--- src/rtl/csr_trap_ctrl.sv ---
// csr_trap_ctrl: owns the CSR file access port. In IDLE the pipeline's CSR
// instruction passes straight through; on a trap the block takes the port,
// flushes the pipeline, writes mepc/mcause and mtval, then redirects to mtvec.
// MRET is a single-cycle flush plus redirect to mepc.
//
// state        | meaning
// -------------+----------------------------------------------------------
// S_IDLE       | pipeline owns the CSR port, trap/MRET requests sampled
// S_FLUSH      | kill IF..MEM, suppress the killed instruction's CSR access
// S_WR_EPC     | write mepc (word aligned), strobe mcause load
// S_WR_TVAL    | write mtval
// S_REDIRECT   | redirect PC to mtvec base (direct mode)
// S_MRET_REDIR | flush and redirect PC to mepc
module csr_trap_ctrl #(
    parameter int XLEN   = 32,
    parameter int CSR_AW = 13
) (
    input  logic              clk_i,
    input  logic              rst_n_i,
    input  logic [CSR_AW-1:0] pipe_csr_addr_i,
    input  logic [1:0]        pipe_csr_mode_i,
    input  logic [XLEN-1:0]   pipe_csr_wdata_i,
    input  logic              exc_valid_i,
    input  logic [4:0]        exc_code_i,
    input  logic [XLEN-1:0]   exc_pc_i,
    input  logic [XLEN-1:0]   exc_tval_i,
    input  logic              mret_i,
    input  logic              csr_raise_exc_i,
    input  logic [XLEN-1:0]   csr_exc_pc_i,
    input  logic [XLEN-1:0]   mtvec_i,
    input  logic [XLEN-1:0]   mepc_i,
    output logic [CSR_AW-1:0] csr_addr_o,
    output logic [1:0]        csr_mode_o,
    output logic [XLEN-1:0]   csr_wdata_o,
    output logic              load_mcause_o,
    output logic [XLEN-1:0]   excep_code_o,
    output logic              flush_o,
    output logic              stall_o,
    output logic              redirect_valid_o,
    output logic [XLEN-1:0]   redirect_pc_o
);

    // CSR access modes, matching proc_pkg encoding
    localparam logic [1:0] MODE_NONE = 2'd0;
    localparam logic [1:0] MODE_RW   = 2'd1;

    localparam logic [CSR_AW-1:0] ADDR_MEPC  = CSR_AW'(16'h0341);
    localparam logic [CSR_AW-1:0] ADDR_MTVAL = CSR_AW'(16'h0343);

    // Illegal-instruction cause used for CSR file access faults
    localparam logic [XLEN-1:0] CAUSE_ILLEGAL = XLEN'(2);

    typedef enum logic [2:0] {
        S_IDLE,
        S_FLUSH,
        S_WR_EPC,
        S_WR_TVAL,
        S_REDIRECT,
        S_MRET_REDIR
    } state_t;

    state_t            state_q;
    logic [XLEN-1:0]   cause_q;
    logic [XLEN-1:0]   epc_q;
    logic [XLEN-1:0]   tval_q;

    // Sequencer: requests are only looked at in IDLE; everything else runs to completion
    always_ff @(posedge clk_i or negedge rst_n_i) begin
        if (!rst_n_i) begin
            state_q <= S_IDLE;
            cause_q <= '0;
            epc_q   <= '0;
            tval_q  <= '0;
        end else begin
            case (state_q)
                S_IDLE: begin
                    if (csr_raise_exc_i) begin
                        cause_q <= CAUSE_ILLEGAL;
                        epc_q   <= csr_exc_pc_i;
                        tval_q  <= '0;
                        state_q <= S_FLUSH;
                    end else if (exc_valid_i) begin
                        cause_q <= {{(XLEN-5){1'b0}}, exc_code_i};
                        epc_q   <= exc_pc_i;
                        tval_q  <= exc_tval_i;
                        state_q <= S_FLUSH;
                    end else if (mret_i) begin
                        state_q <= S_MRET_REDIR;
                    end
                end
                S_FLUSH:      state_q <= S_WR_EPC;
                S_WR_EPC:     state_q <= S_WR_TVAL;
                S_WR_TVAL:    state_q <= S_REDIRECT;
                S_REDIRECT:   state_q <= S_IDLE;
                S_MRET_REDIR: state_q <= S_IDLE;
                default:      state_q <= S_IDLE;
            endcase
        end
    end

    // Output decode from state and captured values; pass-through is gated so reset forces all-zero
    always_comb begin
        csr_addr_o       = '0;
        csr_mode_o       = MODE_NONE;
        csr_wdata_o      = '0;
        load_mcause_o    = 1'b0;
        excep_code_o     = '0;
        flush_o          = 1'b0;
        stall_o          = 1'b0;
        redirect_valid_o = 1'b0;
        redirect_pc_o    = '0;
        case (state_q)
            S_IDLE: begin
                if (rst_n_i) begin
                    csr_addr_o  = pipe_csr_addr_i;
                    csr_mode_o  = pipe_csr_mode_i;
                    csr_wdata_o = pipe_csr_wdata_i;
                end
            end
            S_FLUSH: begin
                flush_o = 1'b1;
                stall_o = 1'b1;
            end
            S_WR_EPC: begin
                stall_o       = 1'b1;
                csr_addr_o    = ADDR_MEPC;
                csr_mode_o    = MODE_RW;
                csr_wdata_o   = {epc_q[XLEN-1:2], 2'b00};
                load_mcause_o = 1'b1;
                excep_code_o  = cause_q;
            end
            S_WR_TVAL: begin
                stall_o     = 1'b1;
                csr_addr_o  = ADDR_MTVAL;
                csr_mode_o  = MODE_RW;
                csr_wdata_o = tval_q;
            end
            S_REDIRECT: begin
                stall_o          = 1'b1;
                redirect_valid_o = 1'b1;
                redirect_pc_o    = {mtvec_i[XLEN-1:2], 2'b00};
            end
            S_MRET_REDIR: begin
                flush_o          = 1'b1;
                redirect_valid_o = 1'b1;
                redirect_pc_o    = mepc_i;
            end
            default: begin
                csr_mode_o = MODE_NONE;
            end
        endcase
    end

endmodule

--- config.mk ---
export PLATFORM = sky130hd
export DESIGN_NAME = csr_trap_ctrl
export DESIGN_NICKNAME = d
export VERILOG_FILES = /design/src/rtl/csr_trap_ctrl.sv
export SDC_FILE = /design/constraint.sdc
export NUM_CORES = 1
export LEC_CHECK = 0
export CAP_MARGIN = 5
export CORE_MARGIN = 5
export CORE_UTILIZATION = 32
export CTS_CLUSTER_SIZE = 10
export DETAILED_ROUTE_END_ITERATION = 12
export GPL_ROUTABILITY_DRIVEN = 0
export PLACE_DENSITY = 0.79
export RECOVER_POWER = 25
export SYNTH_ARGS = -nofsm -noshare
export SYNTH_HDL_FRONTEND = slang
export SYNTH_SLANG_ARGS = --single-unit
export TNS_END_PERCENT = 10
--- constraint.sdc ---
create_clock -name clk_i -period 1.75 [get_ports clk_i]
set_clock_uncertainty 0.2 [all_clocks]
set_input_delay 0.35 -clock clk_i [delete_from_list [all_inputs] [get_ports clk_i]]
set_output_delay 0.35 -clock clk_i [all_outputs]
set_load 0.02 [all_outputs]
==> run summary, run 1 <==
status: finished with violations
violated checks: setup timing
DRC: 0
synth-to-layout area growth: 94.44%
overflow left after global routing: 0
Sink Count: 70
Post-synth EDFFs: 0
unrepaired setup endpoints after global routing: true
Critical Path RT: 1200 ps
sequential share of the synthesized area: 0.3874
DR iter-0 viols: 154
Die X: 128.9 um
Ys Warns: 0
IO Port Bufs: 298
Chip Height: 128.9 um
Mapped Cells: 408
max incr delay on CP: 440 ps
Crit Path Max Fanout: 8
Max Freq: 427.4 MHz
Final period util: 1.337
first-pass GRT wire length: 28200 um
PD cells: 1531 nW/um^2
site row count: 43
drt pass-1 iters: 4
commonest non-fill, non-tap cells in the layout: 208 x clkdlybuf4s50_1, 91 x buf_6, 67 x dfrtp_1, 61 x mux2_2, 36 x nor2b_1
Register Area: 1755 um^2
clock-pin slew on the worst setup and hold paths: 60 ps
Startpoint Class: register
syn avg cell area: 11.08 um^2
Cell variety after synth: 29
worst setup margin: -589.5 ps
DR vias: 4502
full die area: 16610 um^2
DP Cell Count: 892
Worst Path Class, Setup: reg -> out
fin nets: 956
pin count of the biggest net entering global routing: 70
total track usage: 0.2216
Routed Wire Length: 19370 um
Peak VDD IR: 0.8392 mV
CP arrival: 1790 ps
hold wc startpoint: epc_q[2]$_DFFE_PN0P_
htree depth: 3
share of layout cells above drive strength 1: 0.3817
Leak Pwr: 3.898 nW
critical path endpoint category: output pin
Layout fillers: 1098
DP HPWL: 14830 um
min Tclk post-route: 2340 ps
Worst-Margin Slew: 968.1 ps
Reg2Reg Depth: 6
diode count: 0
Final setup viols: 155
max_cap viols: 0
Critical Path, Cell by Cell: nor4b_4 > buf_4 > buf_8 > and2_4 > a221o_1 > buf_6
most common cell after layout, fill and taps aside: clkdlybuf4s50_1
vias per cell: 4.872
antenna violations before repair: 0
register bit total from synthesis: 70
Starting Density: 0.3258
Top FF cell, synth: dfrtp_1
worst r2r src: state_q[2]$_DFFE_PN0P_
final hold viol count: 0
DRT antenna net count: 0
Core Box Area: 13880 um^2
worst hold path depth: 1
Max Slew Vio Count: 0
CTS Buffer Depth: 2
post-DR wirelength/cell: 20.96 um
cts bufs inserted: 9
slowest cell on the critical path: dfrtp_2
ys async rst share: 1.000
r2r setup slk: -300 ps
Final Instance Count excl. Fillers: 924
vias in the first global route: 4975
reg2reg end: epc_q[24]$_DFFE_PN0P_
area occupied by multi-input gates: 2740 um^2
clk root buf: clkbuf_16
mapped cell area: 4522 um^2
headroom to the max-slew limit: 0.3546
WHS Endpoint: epc_q[2]$_DFFE_PN0P_
# IOs: 332
CTS tree: built
worst hold path type: reg -> reg
Tot Pwr: 0.01346 W
Skew-Pair Late Insertion Delay: 320 ps
==> synth_stat cells, types with 3 or more instances <==
master    instances  share of area
buf_2            23          0.025
a22o_1           32          0.062
dfrtp_1          70           0.39
buf_6             3         0.0075
buf_4            28          0.046
mux2_1           29          0.072
nor2b_1          37          0.051
a221o_1          30          0.066
and2_1           43          0.059
nand2_1          11         0.0091
mux2_2           67           0.17
nor2_1            5         0.0042
clkbuf_1          7         0.0058
==> per-stage QoR <==
step | setup TNS, ps | hold slack, ps | utilization | setup WS, ps | instance area, um^2
3_3_place_gp | -73560 | 70.70 | 0.5691 | -722.5 | 7900
6_report | -60110 | 286.9 | 0.6334 | -589.5 | 8792
4_1_cts | -60030 | 225.6 | 0.6257 | -574.0 | 8686
2_1_floorplan | -12120 | -145.6 | - | -187.2 | 4797
3_5_place_dp | -77870 | 75.40 | 0.5691 | -831.8 | 7900
5_1_grt | -69890 | 304.2 | 0.6334 | -685.4 | 8792
==> cells by family after synthesis <==
logic type             share of synthesized area
AO/OA/AOI/OAI                             0.1312
XOR/XNOR                                0.003875
buffers and inverters                    0.08910
flip-flops                                0.3874
multiplexers                              0.2413
other                                  0.0008293
AND/OR/NAND/NOR                           0.1464
==> power breakdown <==
part           internal, W  switching [W]  total, W
Combinational      0.00470        0.00379   0.00849
Clock              0.00143       0.000686   0.00212
Sequential         0.00237       0.000475   0.00285
Total              0.00851        0.00495    0.0135
==> how the worst max path moves through the flow <==
stage | startpoint | to | slack [ps] | cells past startpoint
4_1_cts | state_q[0]$_DFFE_PN0P_ | csr_wdata_o[25] | -570 | 6
3_5_place_dp | state_q[2]$_DFFE_PN0P_ | csr_wdata_o[25] | -830 | 5
5_1_grt | state_q[2]$_DFFE_PN0P_ | csr_wdata_o[18] | -690 | 6
6_report | state_q[2]$_DFFE_PN0P_ | csr_wdata_o[25] | -590 | 6
3_3_place_gp | state_q[2]$_DFFE_PN0P_ | csr_wdata_o[3] | -720 | 5
2_1_floorplan | state_q[2]$_DFFE_PN0P_ | csr_wdata_o[14] | -190 | 6
==> per-layer routing <==
metal | track usage | vias up | wire, um
li1 | - | 2072 | -
met1 | 0.2372 | 2190 | 6740
met2 | 0.4155 | 209 | 10530
met3 | 0.05479 | 31 | 1550
met4 | 0.08647 | 0 | 549
met5 | 0 | - | 0
==> timing repair <==
item | in CTS | in global routing
gates resized for setup | 521 | 31
hold buffers | 1 | 0
pin swaps | 39 | 25
cloned | 6 | 0
setup buffers | 8 | 1
setup endpoints to repair | 155 | 155
hold endpoints to repair | 1 | 0
==> sequential cells by signal (all words and copies together), names as in the netlist <==
signal,flops
cause_q,5
state_q,3
epc_q,30
tval_q,32
==> critical path, delay by kind of cell, from the launching register on <==
kind | cells | cell delay [ps]
buf+inv | 3 | 440
flops | 1 | 440
compound gates | 1 | 140
simple gates | 2 | 440
==> cell type report <==
class                           count  area share
Multi-Input combinational cell    301      0.3117
Timing Repair Buffer              355      0.4225
Tap cell                          180     0.02562
Clock buffer                       11     0.02761
Sequential cell                    70      0.1997
Inverter                            2   0.0008538
Clock inverter                      5     0.01210
No activity file was read; power rests on OpenSTA's default activity.
==> inputs of run 2 (changes only) <==
--- a/config.mk
+++ b/config.mk
@@ -11,6 +11,7 @@
 export CTS_CLUSTER_SIZE = 10
 export DETAILED_ROUTE_END_ITERATION = 12
 export GPL_ROUTABILITY_DRIVEN = 0
+export GPL_TIMING_DRIVEN = 1
 export PLACE_DENSITY = 0.79
 export RECOVER_POWER = 25
 export SYNTH_ARGS = -nofsm -noshare
==> results of run 2 <==
Final layout, timing and power as in run 1 (identical DEF).
